$ cat src/rtl/guess_entry_ctrl.sv
// Wordle round front end: assembles a 5-letter guess with backspace, hands the
// packed word to the combinational colour checker, captures its green/yellow
// result, counts attempts and latches win/lose until a new game is requested.
module guess_entry_ctrl #(
    parameter int unsigned NUM_LETTERS = 5,
    parameter int unsigned LETTER_W    = 5,
    parameter int unsigned MAX_GUESSES = 6
) (
    input  logic                            clk,
    input  logic                            rst_n,
    input  logic                            new_game,
    input  logic                            letter_valid,
    input  logic [LETTER_W-1:0]             letter_code,
    input  logic                            backspace,
    input  logic                            submit,
    output logic [NUM_LETTERS*LETTER_W-1:0] guess_word,
    input  logic [NUM_LETTERS-1:0]          greens_in,
    input  logic [NUM_LETTERS-1:0]          yellows_in,
    output logic [2:0]                      cursor,
    output logic [2:0]                      guess_count,
    output logic [NUM_LETTERS-1:0]          result_greens,
    output logic [NUM_LETTERS-1:0]          result_yellows,
    output logic                            result_valid,
    output logic                            win,
    output logic                            lose
);

    typedef enum logic [1:0] {
        ENTRY = 2'd0,
        CHECK = 2'd1,
        DONE  = 2'd2
    } state_t;

    localparam logic [2:0]          FULL     = 3'(NUM_LETTERS);
    localparam logic [2:0]          MAXG     = 3'(MAX_GUESSES);
    localparam logic [LETTER_W-1:0] MAX_CODE = LETTER_W'(25);

    state_t                            state, state_n;
    logic [NUM_LETTERS*LETTER_W-1:0]   word_n;
    logic [2:0]                        cursor_n, count_n;
    logic [NUM_LETTERS-1:0]            rg_n, ry_n;
    logic                              rv_n, win_n, lose_n;

    // Next-state and next-value logic; new_game overrides everything, and within
    // ENTRY only the highest-priority input is acted on each cycle.
    always_comb begin
        state_n  = state;
        word_n   = guess_word;
        cursor_n = cursor;
        count_n  = guess_count;
        rg_n     = result_greens;
        ry_n     = result_yellows;
        rv_n     = 1'b0;
        win_n    = win;
        lose_n   = lose;

        if (new_game) begin
            state_n  = ENTRY;
            word_n   = '0;
            cursor_n = '0;
            count_n  = '0;
            rg_n     = '0;
            ry_n     = '0;
            win_n    = 1'b0;
            lose_n   = 1'b0;
        end else begin
            case (state)
                ENTRY: begin
                    if (backspace) begin
                        if (cursor != '0) begin
                            cursor_n = cursor - 3'd1;
                            for (int unsigned i = 0; i < NUM_LETTERS; i++) begin
                                if (i + 1 == 32'(cursor)) begin
                                    word_n[i*LETTER_W +: LETTER_W] = '0;
                                end
                            end
                        end
                    end else if (submit) begin
                        if (cursor == FULL) begin
                            state_n = CHECK;
                        end
                    end else if (letter_valid) begin
                        if (letter_code <= MAX_CODE && cursor < FULL) begin
                            cursor_n = cursor + 3'd1;
                            for (int unsigned i = 0; i < NUM_LETTERS; i++) begin
                                if (i == 32'(cursor)) begin
                                    word_n[i*LETTER_W +: LETTER_W] = letter_code;
                                end
                            end
                        end
                    end
                end
                CHECK: begin
                    rg_n    = greens_in;
                    ry_n    = yellows_in;
                    rv_n    = 1'b1;
                    count_n = (guess_count < MAXG) ? guess_count + 3'd1 : guess_count;
                    if (greens_in == '1) begin
                        win_n   = 1'b1;
                        state_n = DONE;
                    end else if (guess_count + 3'd1 >= MAXG) begin
                        lose_n  = 1'b1;
                        state_n = DONE;
                    end else begin
                        word_n   = '0;
                        cursor_n = '0;
                        state_n  = ENTRY;
                    end
                end
                DONE: begin
                    state_n = DONE;
                end
                default: begin
                    state_n = ENTRY;
                end
            endcase
        end
    end

    // State and output registers with asynchronous active-low reset.
    always_ff @(posedge clk or negedge rst_n) begin
        if (!rst_n) begin
            state          <= ENTRY;
            guess_word     <= '0;
            cursor         <= '0;
            guess_count    <= '0;
            result_greens  <= '0;
            result_yellows <= '0;
            result_valid   <= 1'b0;
            win            <= 1'b0;
            lose           <= 1'b0;
        end else begin
            state          <= state_n;
            guess_word     <= word_n;
            cursor         <= cursor_n;
            guess_count    <= count_n;
            result_greens  <= rg_n;
            result_yellows <= ry_n;
            result_valid   <= rv_n;
            win            <= win_n;
            lose           <= lose_n;
        end
    end

endmodule

$ cat config.mk
export PLATFORM = sky130hd
export DESIGN_NAME = guess_entry_ctrl
export DESIGN_NICKNAME = d
export VERILOG_FILES = /design/src/rtl/guess_entry_ctrl.sv
export SDC_FILE = /design/constraint.sdc
export NUM_CORES = 1
export LEC_CHECK = 0
export ABC_AREA = 1
export CAP_MARGIN = 5
export CORE_MARGIN = 10
export CORE_UTILIZATION = 43
export DETAILED_ROUTE_END_ITERATION = 8
export PLACE_DENSITY_LB_ADDON = 0.3
export SLEW_MARGIN = 5
export SYNTH_ARGS = -nofsm -noshare
export SYNTH_HDL_FRONTEND = slang
export SYNTH_SLANG_ARGS = --single-unit
$ cat constraint.sdc
create_clock -name clk -period 1.37 [get_ports clk]
set_input_delay 0.2055 -clock clk [delete_from_list [all_inputs] [get_ports clk]]
set_output_delay 0.2055 -clock clk [all_outputs]
set_load 0.02 [all_outputs]
Yosys cells after proc, flatten, opt, wreduce, memory -nomap -nowiden
Cells that the tools add are included.
{"block": "totals", "out_inout_bits": 44, "word_cells": 119, "reg_bits": 46, "inputBits": 21}
{"block": "op_classes", "addsub": 3, "muxes": 51, "eq_ne": 29, "reduce_logical": 19, "order_cmp": 4}
{"op": "$mux W25", "n": 8}
{"op": "$mux W5", "n": 14}
{"op": "$ne A4 B4 Y1 const B", "n": 14}
{"op": "$pmux W25 S2", "n": 1}
{"op": "$reduce_and A9 Y1", "n": 5}
{"op": "$mux W3", "n": 11}
{"op": "$ne A3 B3 Y1 const B", "n": 5}
{"op": "$mux W2", "n": 6}
{"op": "$mux W1", "n": 9}
{"op": "$reduce_bool A2 Y1", "n": 4}
{"op": "$reduce_and A7 Y1", "n": 1}
{"op": "$add A3 B1 Y3 const B", "n": 2}
{"op": "$eq A2 B3 Y1 const A", "n": 2}
{"op": "$eq A3 B3 Y1 const A", "n": 2}
{"op": "$lt A3 B3 Y1 const B", "n": 2}
{"op": "$pmux W2 S3", "n": 1}
{"op": "$pmux W3 S2", "n": 1}
{"op": "$reduce_and A3 Y1", "n": 2}
{"op": "$reduce_bool A3 Y1", "n": 2}
{"op": "$eq A5 B5 Y1 const B", "n": 1}
{"op": "$le A5 B5 Y1 const B", "n": 1}
{"op": "$reduce_and A2 Y1", "n": 2}
{"op": "$eq A1 B3 Y1 const A", "n": 1}
{"op": "$eq A3 B3 Y1 const B", "n": 1}
{"op": "8 further kinds", "n": 8}

Longest topological paths before layout
Gate-level depths: netlist of the first run.
{"block": "logic_depth", "depth_word": 8, "depth_mapped": 11, "mapped_depth_nobuf": 11}

Worst setup path after synthesis of the first run
OpenSTA, ideal clock, no wires.
{"block": "synth_path", "path_type": "register -> register", "startpoint": "register cursor[0]", "endpoint": "register guess_word[0]", "setup_time_ns": 0.117, "synth_period_minus_slack_ns": 1.690, "arrival_time_ns": 1.573, "stages_incl_launch_ff": 10, "n_path_buf": 0, "slack_ns": -0.320, "required_time_ns": 1.253, "cell_sequence": "dfrtp_1 inv_1 ha_1 nand3b_1 nand2_1 nand3_1 nor2_2 nand2_1 nand2_1 nand2_1"}
{"block": "synth_via", "elab_chain_len": 4, "elab_cells_between_ends": 10, "classes_between": "order compare (1); eq/ne (5); reduce/logical (4)"}
{"item": "from (decl)", "line_no": "19", "rtl": "output logic [2:0] cursor,"}
{"item": "from (signal assigned)", "line_no": "135", "rtl": "cursor <= cursor_n;"}
{"item": "$lt A3 B3 Y1", "line_no": "83", "rtl": "if (letter_code <= MAX_CODE && cursor < FULL) begin"}
{"item": "$logic_and A1 B1 Y1", "line_no": "83"}
{"item": "$ne A4 B4 Y1 (no source line)"}
{"item": "$reduce_and A9 Y1 (no source line) *"}
{"item": "to (signal assigned)", "line_no": "134", "rtl": "guess_word <= word_n;"}
{"item": "to (decl)", "line_no": "16", "rtl": "output logic [NUM_LETTERS*LETTER_W-1:0] guess_word,"}
Every way passes the cells marked *; elsewhere a longest branch is shown, timed or not.
A chain may end at the register's enable or synchronous reset.

Worst setup path after layout of the first run
{"block": "layout_path", "startpoint": "register cursor[0]", "endpoint": "register guess_word[21]"}
The elaborated chain is that of the path after synthesis.

==> results of run 1 <==
registers in the layout (all words and copies together), names as in the netlist:
name / flops
guess_count: 3
result_yellows: 5
guess_word: 25
result_greens: 5
win: 1
state: 2
cursor: 3
lose: 1
result_valid: 1
worst max-delay path, cell delays in order (launching register included):
cell and delay, ns:
dfrtp_2 0.44, buf_6 0.14, o21ai_4 0.17, nand3_2 0.12, a21oi_4 0.27, buf_12 0.18
nand2_4 0.08, nand2_2 0.08, nand2_1 0.07
worst paths after layout:
| path | start | endpoint | slack [ns] |
|---|---|---|---|
| min in group asynchronous | rst_n | win$_DFFE_PN0P_ | 0.39 |
| worst max-delay path | cursor[0]$_DFFE_PN0P_ | guess_word[21]$_DFFE_PN0P_ | -0.32 |
| worst min-delay path | new_game | lose$_DFFE_PN0P_ | 0.26 |
| max in group asynchronous | rst_n | cursor[1]$_DFFE_PN0P_ | 0.72 |
| worst min register to register | guess_word[10]$_DFFE_PN0P_ | guess_word[10]$_DFFE_PN0P_ | 0.48 |
| worst max register to register | cursor[0]$_DFFE_PN0P_ | guess_word[21]$_DFFE_PN0P_ | -0.32 |
layer usage:
metal	part of all wire (%)	GRT usage, %	vias to the layer above
met4	4.2	6.941	0
met5	0	0	-
met2	53	28.53	99
met1	37	19.14	1181
met3	5.8	4.116	31
li1	-	-	1136
where the power goes:
part           switching (mW)  leakage (nW)  internal, mW
Clock                   0.478        0.0714         0.778
Sequential              0.150         0.620          1.52
Combinational            1.20          1.45         0.957
Total                    1.83          2.14          3.26
cells in the mapped netlist:
library cell  count  area, um2
nand2_1         105      394.1
dfrtp_1          46       1151
nand3_1          35      175.2
inv_1            18      67.56
nor2_1           14      52.55
a22o_1           10      87.58
ha_1              8      100.1
nor2_2            7      43.79
inv_2             6      22.52
o21ai_0           6      30.03
nor3_1            4      20.02
o21ai_1           3      15.01
a21oi_1           2      10.01
buf_4             2      15.01
a21oi_4           1      16.27
buf_2             1      5.000
clkbuf_1          1      3.750
clkinv_1          1      3.750
nand2_2           1      6.260
nand3b_1          1      7.510
nor2_4            1      11.26
nor4_1            1      6.260
o22ai_1           1      6.260
xnor2_1           1      8.760
area by class of cell:
class                           count  area share, %
Multi-Input combinational cell    201          35.83
Sequential cell                    46          28.94
Timing Repair Buffer              120          26.94
Inverter                           25          2.534
Tap cell                           70          2.190
Clock buffer                        6          2.065
Clock inverter                      2          1.502
timing repair:
item,4_1_cts,5_1_grt
hold buffers,1,0
buffers inserted,4,7
endpoints found under the setup margin,76,44
endpoints found under the hold margin,46,0
resized for setup,75,80
cloned,1,1
pin swaps,12,29
cells by family (layout without fill, tap and decap cells):
logic type | Yosys count | count (layout) | share of synthesized area [%]
simple gates | 169 | 169 | 31.73
buf+inv | 29 | 153 | 5.204
compound gates | 23 | 23 | 7.309
xor+xnor | 1 | 1 | 0.3877
flops | 46 | 46 | 50.94
fa+ha+maj | 8 | 8 | 4.430
metrics by stage:
step	setup WS (ns)	util (%)	TNS (ns)	cells	power [mW]
after floorplan	-0.1360	-	-3.315	276	2.569
after global placement	-0.4180	67.49	-12.88	449	3.311
after detailed placement	-0.4519	67.49	-14.60	449	3.366
after CTS	-0.1757	72.12	-4.119	463	4.659
after global routing	-0.3604	78.30	-9.150	470	5.332
final	-0.3172	78.30	-7.075	470	5.090
==> results_dict.tcl, run 1 <==
set metrics [dict create \
    first_iter_violations 208 \
    setup_viol_count_final 30 \
    area_delta_synth_final_pct 76.97 \
    num_io_pins 65 \
    violations "negative setup slack" \
    start_kind "register" \
    worst-path-max-fanout 6 \
    critPathKind "register to register" \
    status "complete, but fails checks" \
    worstPathRequired_ns 1.57 \
    globalRouteTotalUtil_pct 16.56 \
    p_leak_nw 2.145 \
    cts_buffer_depth 2 \
    holdPathStages 2 \
    rows 26 \
    root_buffer "clkbuf_8" \
    ir_drop_v 0.0009426 \
    final_common_cell "nand2_1" \
    cts_max_level 2 \
    portBuffers 64 \
    holdWs_ns 0.2610 \
    placed_cell_area_mm2 0.003447 \
    multiInputGateArea_mm2 0.001433 \
    drt_pass1_iterations 4 \
    seq_area_frac_synth_pct 50.94 \
    grt_max_degree 47 \
    hold_viol 0 \
    syn_avg_cell_area_um2 8.187 \
    min_period_over_period_pct 123.2 \
    cts_tree "built" \
    grt_pass1_wl_um 11450 \
    synth_fp_nets 305 \
    ys_ff_latch 46 \
    cts_sinks 46 \
    skew_ns 0.007310 \
    antenna_found_initial 0 \
    worstRegToRegCells 8 \
    routed_wirelength_um 8129 \
    path_clk_slew_ns 0.09 \
    synth_cell_types 24 \
    yosysWarnings 0 \
    antenna_left 0 \
    arrival_ns 1.88 \
    gp_congestion 0.9096 \
    clk-insertion-delay-late_ns 0.31 \
    clock.fmax_ghz 0.5927 \
    final_area_mm2 0.003999 \
    grt-ovfl-total 0 \
    fp.dieW_um 92.49 \
    maxCapViolations 0 \
    synth_area_mm2 0.002260 \
    drc 0 \
    fillers 306 \
    fin_crit_ns 1.687 \
    crit_path_end_kind "register" \
    rsz0062_at_grt "true" \
    final_max_slew_viol_count 0 \
    dp.final_hpwl_um 5117 \
    mostFrequentLayoutCells "66 x nand2_1, 42 x buf_4, 41 x dfrtp_1, 40 x dlygate4sd2_1, 26 x nand2_2" \
    setup_ws_ns -0.3172 \
    slew-limit-headroom_pct 80.85 \
    die_area_mm2 0.008554 \
    via_per_inst 5.206 \
    diodes 0 \
    seq_area_mm2 0.001157 \
    numCtsBuffers 5 \
    syn_inst 276 \
    start_util_pct 44.24 \
    hold_class "primary input to register" \
    wl_per_cell_um 17.30 \
    die_h_um 92.49 \
    coreArea_mm2 0.005107 \
    grt_pass1_vias 2348 \
    vias 2447 \
    worst_pin_slew_ns 0.2868 \
    pwr_density_cell_mw_per_mm2 1273 \
    fin_nets 428 \
    drive_gt1_share_pct 41.75 \
]
Note: power is estimated with default switching activity, not from simulation.
==> run 2, diff against run 1 <==
ABC_AREA = not set   (was 1)
CORE_UTILIZATION = 56   (was 43)
CTS_CLUSTER_DIAMETER = 30   (was not set)
DONT_BUFFER_PORTS = 1   (was not set)
==> run 2 against run 1 <==
  * The flow still finishes with violations (negative setup slack)
  * Sequential power rose by 9%
  * First-iteration DRC count fell by 31%
  * Sequential share of layout area rose by 10 points
  * Global-route usage rose by 1.0 points
  * Total power fell by 21%
  * Clock power fell by 36%
  * Synthesized area rose by 3.4%
  * Die area fell by 16%
  * Flip-flop and latch count did not move
  * Register-to-register slack got worse by 0.62 ns
  * Clock skew fell by 0.0029 ns
  * Largest power group is now registers
==> results_dict.tcl, run 2 <==
set metrics [dict create \
    drc 0 \
    drt_pass1_iterations 4 \
    cpLargestDelayFamily "compound AO/OA/AOI/OAI gates" \
    pwr_density_cell_mw_per_mm2 1374 \
    die_area_mm2 0.007158 \
    yosysTopAreaCell "dfrtp_1" \
    slew-limit-headroom_pct 62.50 \
    routed_wirelength_um 6229 \
    cp_num_buf_inv 1 \
    startpoint "guess_count[0]$_DFFE_PN0P_" \
    clock.fmax_ghz 0.4340 \
    critPathCapture "guess_word[13]$_DFFE_PN0P_" \
    skew_ns 0.004405 \
    cts_buffer_depth 2 \
    stdcell_count 287 \
    worstRegToRegCells 7 \
    fillers 286 \
    cpPeakStageDelay_ns 0.44 \
    numCtsBuffers 5 \
    reg.largest.list "guess_word (25), result_greens (5), result_yellows (5)" \
    hold_viol 0 \
    dp.cells 271 \
    maxCapViolations 0 \
    syn_inst 195 \
    violations "negative setup slack" \
    status "complete, but fails checks" \
    root_buffer "clkbuf_8" \
    min_period_over_period_pct 168.2 \
    worst-path-max-fanout 5 \
    rows 23 \
    yosys.area_share.xor_xnor_pct 1.499 \
    synth_edf_count 0 \
    worst_pin_slew_ns 0.5606 \
    synth_fp_nets 224 \
    post-place-ws_ns -0.8599 \
    rsz0062_at_grt "true" \
    netlist_top_cells_count "46 x dfrtp_1, 24 x nand2_1, 17 x a21oi_1, 15 x mux2_4, 13 x mux2_1" \
    placed_cell_area_mm2 0.002656 \
    antenna_found_initial 0 \
    multiInputGateArea_mm2 0.001212 \
    synth_area_mm2 0.002337 \
    largest_register_ffs 25 \
    synth_adder_area_share_pct 4.283 \
    crit_cells 7 \
    fin_nets 265 \
    yosysWarnings 0 \
    p_leak_nw 1.386 \
    top_register "guess_word" \
    fp.dieW_um 84.61 \
    ys_ff_latch 46 \
    mostFrequentLayoutCells "43 x dfrtp_1, 32 x buf_4, 28 x mux2_4, 22 x nand2_1, 16 x a21oi_1" \
    num_io_pins 65 \
    tns_ns -23.48 \
    via_per_inst 5.815 \
    drive_gt1_share_pct 41.35 \
    utilization_pct 73.01 \
    portBuffers 0 \
    area_delta_synth_final_pct 25.86 \
    final_max_slew_viol_count 0 \
    async_flop_share_pct 100.0 \
    cp_slowest_cell "dfrtp_2" \
    setup_viol_count_final 30 \
    synth_top_family_by_area "multiplexers" \
    antenna_left 0 \
    cts_tree "built" \
    synth_top_flop_cell "dfrtp_1" \
    crit_chain "ha_4, or2b_1, a31oi_2, a41oi_4, buf_6, a21oi_4, mux2_4" \
    clk-insertion-delay-late_ns 0.30 \
    arrival_ns 2.49 \
    hold_class "primary input to register" \
    gp_congestion 0.8432 \
    vias 1669 \
    synth.top_cell.area_share_pct 49.25 \
    final_area_mm2 0.002942 \
    worstPathRequired_ns 1.55 \
    ys_top_cells_by_area "dfrtp_1 49%, mux2_4 9.6%, mux2_1 6.3%" \
    rr_endpoint "guess_word[13]$_DFFE_PN0P_" \
    grt_pass1_wl_um 10160 \
    synth.area.mux_share_pct 16.33 \
    synth_cell_types 46 \
    dp.final_hpwl_um 4458 \
    path_clk_slew_ns 0.08 \
    grt-ovfl-total 0 \
    start_util_pct 58.01 \
    grt_pass1_vias 1860 \
    final_common_cell "dfrtp_1" \
    yosys.area_share.simple_pct 13.97 \
    fin_crit_ns 2.304 \
    reg2reg_slack_ns -0.93 \
    seq_area_frac_synth_pct 49.25 \
    yosys.cell_count.top_type "dfrtp_1" \
    synth_compound_area_share_pct 11.62 \
    seq_area_mm2 0.001155 \
    reg2reg_from "guess_count[0]$_DFFE_PN0P_" \
    die_h_um 84.61 \
    start_kind "register" \
    cts_sinks 46 \
    first_iter_violations 143 \
    critPathKind "register to register" \
    globalRouteTotalUtil_pct 17.56 \
    syn_avg_cell_area_um2 11.99 \
    cts_max_level 2 \
    p_total_mw 4.043 \
    coreArea_mm2 0.004029 \
    diodes 0 \
    holdWs_ns 0.02443 \
    wl_per_cell_um 21.70 \
    crit_path_end_kind "register" \
    ir_drop_v 0.0007633 \
    grt_max_degree 47 \
    setup_ws_ns -0.9343 \
]
run 2: worst min-delay path by stage:
stage                        from                       endpoint  slack, ns  cells past startpoint
finish              yellows_in[1]  result_yellows[1]$_DFFE_PN0P_       0.02                      2
global route         greens_in[1]   result_greens[1]$_DFFE_PN0P_       0.03                      2
CTS                 yellows_in[4]  result_yellows[4]$_DFFE_PN0P_       0.02                      2
detailed placement          rst_n     guess_word[15]$_DFFE_PN0P_      -0.09                      0
global placement            rst_n     guess_word[17]$_DFFE_PN0P_      -0.09                      0
floorplan                   rst_n          cursor[0]$_DFFE_PN0P_      -0.09                      0
run 2: routing by layer:
metal  routed length (um)  GRT usage, %  vias up
met3                  665         7.826        6
met2                 3283         31.02       61
met5                    0             0        -
met4                   47         5.539        0
met1                 2233         18.15      837
li1                     -             -      765
run 2: where the power goes:
part	switching, mW	total [mW]	internal [mW]
clock	0.451	0.811	0.360
combinational	0.649	1.41	0.760
sequential	0.303	1.82	1.52
total	1.40	4.04	2.64
run 2: timing repair:
item	in CTS	in global routing
setup endpoints to repair	31	35
resized for setup	20	6
setup buffers	3	5
pin swaps	4	4
hold buffers	3	0
hold endpoints to repair	63	0
run 2: cells by family after synthesis:
kind of cell	count (synthesis)
AO/OA/AOI/OAI	33
XOR/XNOR	4
adder cells (fa/ha/maj)	8
buffers and inverters	17
flip-flops	46
multiplexers	29
AND/OR/NAND/NOR	58
run 2: cell type report:
type / instances / share of cell area, %
multi-input combinational: 132 / 41.22
sequential: 46 / 39.26
timing repair buffer: 43 / 13.44
clock buffer: 6 / 2.467
tap: 50 / 2.127
inverter: 8 / 1.021
clock inverter: 2 / 0.4679
==> run 3, diff against run 2 <==
CAP_MARGIN = 20   (was 5)
HOLD_SLACK_MARGIN = 0.06   (was not set)
REMOVE_ABC_BUFFERS = 1   (was not set)
==> run 3 against run 2 <==
  * The flow still finishes with violations (negative setup slack)
  * Register-to-register slack better by 0.03 ns
  * Maximum frequency increased by 1.4%
  * Clock skew hardly changed
  * Flip-flop and latch count stayed put
  * Non-clock buffer count is 10 higher
  * Utilization is 2.1 points higher
  * Critical path depth increased by 1
  * Count of clock-buffer cells in the layout did not move
  * Cell area grew 2.9%
  * Cell count up 3.5%
==> results_dict.tcl, run 3 (synthesized netlist as in run 2, its figures left out) <==
set metrics [dict create \
    crit_chain "inv_1, ha_1, nor4bb_1, a31oi_2, a41oi_4, buf_6, nor2_4, mux2_1" \
    clock.fmax_ghz 0.4401 \
    rr_endpoint "cursor[0]$_DFFE_PN0P_" \
    min_period_over_period_pct 165.9 \
    fin_crit_ns 2.272 \
    hold_class "primary input to register" \
    first_iter_violations 60 \
    rows 23 \
    hold_viol 0 \
    top_usage_layer "met2" \
    setup_viol_count_final 30 \
    final_max_slew_viol_count 0 \
    setup_ws_ns -0.9023 \
    largest_register_ffs 25 \
    start_util_pct 58.01 \
    fin_nets 275 \
    top_register "guess_word" \
    fp.dieW_um 84.61 \
    ir_drop_v 0.0008636 \
    cp_num_buf_inv 2 \
    reg2reg_slack_ns -0.90 \
    violations "negative setup slack" \
    grt-ovfl-total 0 \
    met2_usage_pct 28.28 \
    worstRegToRegCells 8 \
    fillers 253 \
    cts_sinks 46 \
    grt_pass1_vias 1831 \
    die_h_um 84.61 \
    gr-usage-met3_pct 7.053 \
    skew_ns 0.004080 \
    status "complete, but fails checks" \
    antenna_left 0 \
    holdPathStages 2 \
    cpLargestDelayFamily "compound AO/OA/AOI/OAI gates" \
    num_io_pins 65 \
    critPathKind "register to register" \
    cts_max_level 2 \
    placed_cell_area_mm2 0.002604 \
    worst_pin_slew_ns 0.6122 \
    slew-limit-headroom_pct 59.05 \
    globalRouteTotalUtil_pct 17.15 \
    die_area_mm2 0.007158 \
    final_area_mm2 0.003028 \
    cts_tree "built" \
    antenna_found_initial 0 \
    clk-insertion-delay-late_ns 0.30 \
    drc 0 \
    vias 1740 \
    diodes 0 \
    cpPeakStageDelay_ns 0.45 \
    grt_max_degree 47 \
    pwr_density_cell_mw_per_mm2 1319 \
    grt.met1_usage_pct 19.82 \
    hold_end "win$_DFFE_PN0P_" \
    path_clk_slew_ns 0.08 \
    drive_gt1_share_pct 37.65 \
    mostFrequentLayoutCells "46 x dfrtp_1, 32 x buf_4, 25 x mux2_4, 22 x nand2_1, 16 x a21oi_1" \
    crit_path_end_kind "register" \
    routed_wirelength_um 6327 \
    area_delta_synth_final_pct 29.55 \
    dp.final_hpwl_um 4257 \
    final_common_cell "dfrtp_1" \
    via_per_inst 5.859 \
    numCtsBuffers 5 \
    worstPathRequired_ns 1.56 \
    coreArea_mm2 0.004029 \
    cp_slowest_cell "a41oi_4" \
    reg.largest.list "guess_word (25), result_greens (5), result_yellows (5)" \
    grt_pass1_wl_um 10120 \
    reg2reg_from "cursor[1]$_DFFE_PN0P_" \
    root_buffer "clkbuf_8" \
    portBuffers 0 \
    gp_congestion 0.7927 \
    hp-start "greens_in[0]" \
    rsz0062_at_grt "true" \
    cts_buffer_depth 2 \
    worst-path-max-fanout 5 \
    p_leak_nw 1.408 \
    start_kind "register" \
    utilization_pct 75.16 \
    maxCapViolations 0 \
    drt_pass1_iterations 4 \
    arrival_ns 2.46 \
    wl_per_cell_um 21.30 \
]
run 3: cell count changes in the layout (fill, tap and decap cells not counted), sizes merged:
cell / before / now
dlygate4sd3: 2 / 12
run 3: area by class of cell:
class	count	area, um2	area share [%]
repair buffers	53	495.5	16.36
flip-flops and latches	46	1151	38.02
well taps	50	62.56	2.066
clock buffers	6	72.57	2.397
inverters	8	30.03	0.9917
clock inverters	2	13.76	0.4545
multi-input cells	132	1202	39.71
run 3: layer usage:
metal | vias up | routed length, um
met3 | 11 | 623
met4 | 0 | 110
met1 | 881 | 2406
met5 | - | 0
li1 | 780 | -
met2 | 68 | 3187
run 3: metrics by stage:
stage               power (mW)  std cells  worst slack [ns]  hold slack (ns)  setup TNS (ns)
floorplan                2.571        186           -0.9823         -0.09009          -26.90
global placement         2.953        267           -0.8339         -0.08873          -22.14
detailed placement       3.001        267           -0.9112         -0.08860          -24.48
CTS                      3.969        290           -0.8592          0.08838          -22.29
global route             4.200        297           -0.9766          0.08849          -27.29
finish                   3.993        297           -0.9023          0.07543          -25.04
run 3: how the worst max path moves through the flow:
| stage | cells after the start | slack [ns] | to | from |
|---|---|---|---|---|
| after detailed placement | 8 | -0.91 | guess_word[6]$_DFFE_PN0P_ | guess_count[1]$_DFFE_PN0P_ |
| after global routing | 8 | -0.98 | cursor[0]$_DFFE_PN0P_ | guess_count[1]$_DFFE_PN0P_ |
| after floorplan | 7 | -0.98 | guess_word[5]$_DFFE_PN0P_ | guess_count[1]$_DFFE_PN0P_ |
| after CTS | 8 | -0.86 | guess_word[22]$_DFFE_PN0P_ | guess_count[1]$_DFFE_PN0P_ |
| after global placement | 8 | -0.83 | guess_word[7]$_DFFE_PN0P_ | guess_count[1]$_DFFE_PN0P_ |
| final | 8 | -0.90 | cursor[0]$_DFFE_PN0P_ | cursor[1]$_DFFE_PN0P_ |
run 3: repair_timing:
item	CTS	global route
hold buffers	13	0
gates resized for setup	19	7
buffers inserted	2	7
gates cloned	0	0
hold endpoints to repair	63	0
endpoints found under the setup margin	31	44
pin swaps	8	4
run 3: power by group:
part           switching, mW  internal, mW  total, mW
logic                  0.620         0.724       1.34
clock network          0.466         0.360      0.826
registers              0.305          1.52       1.82
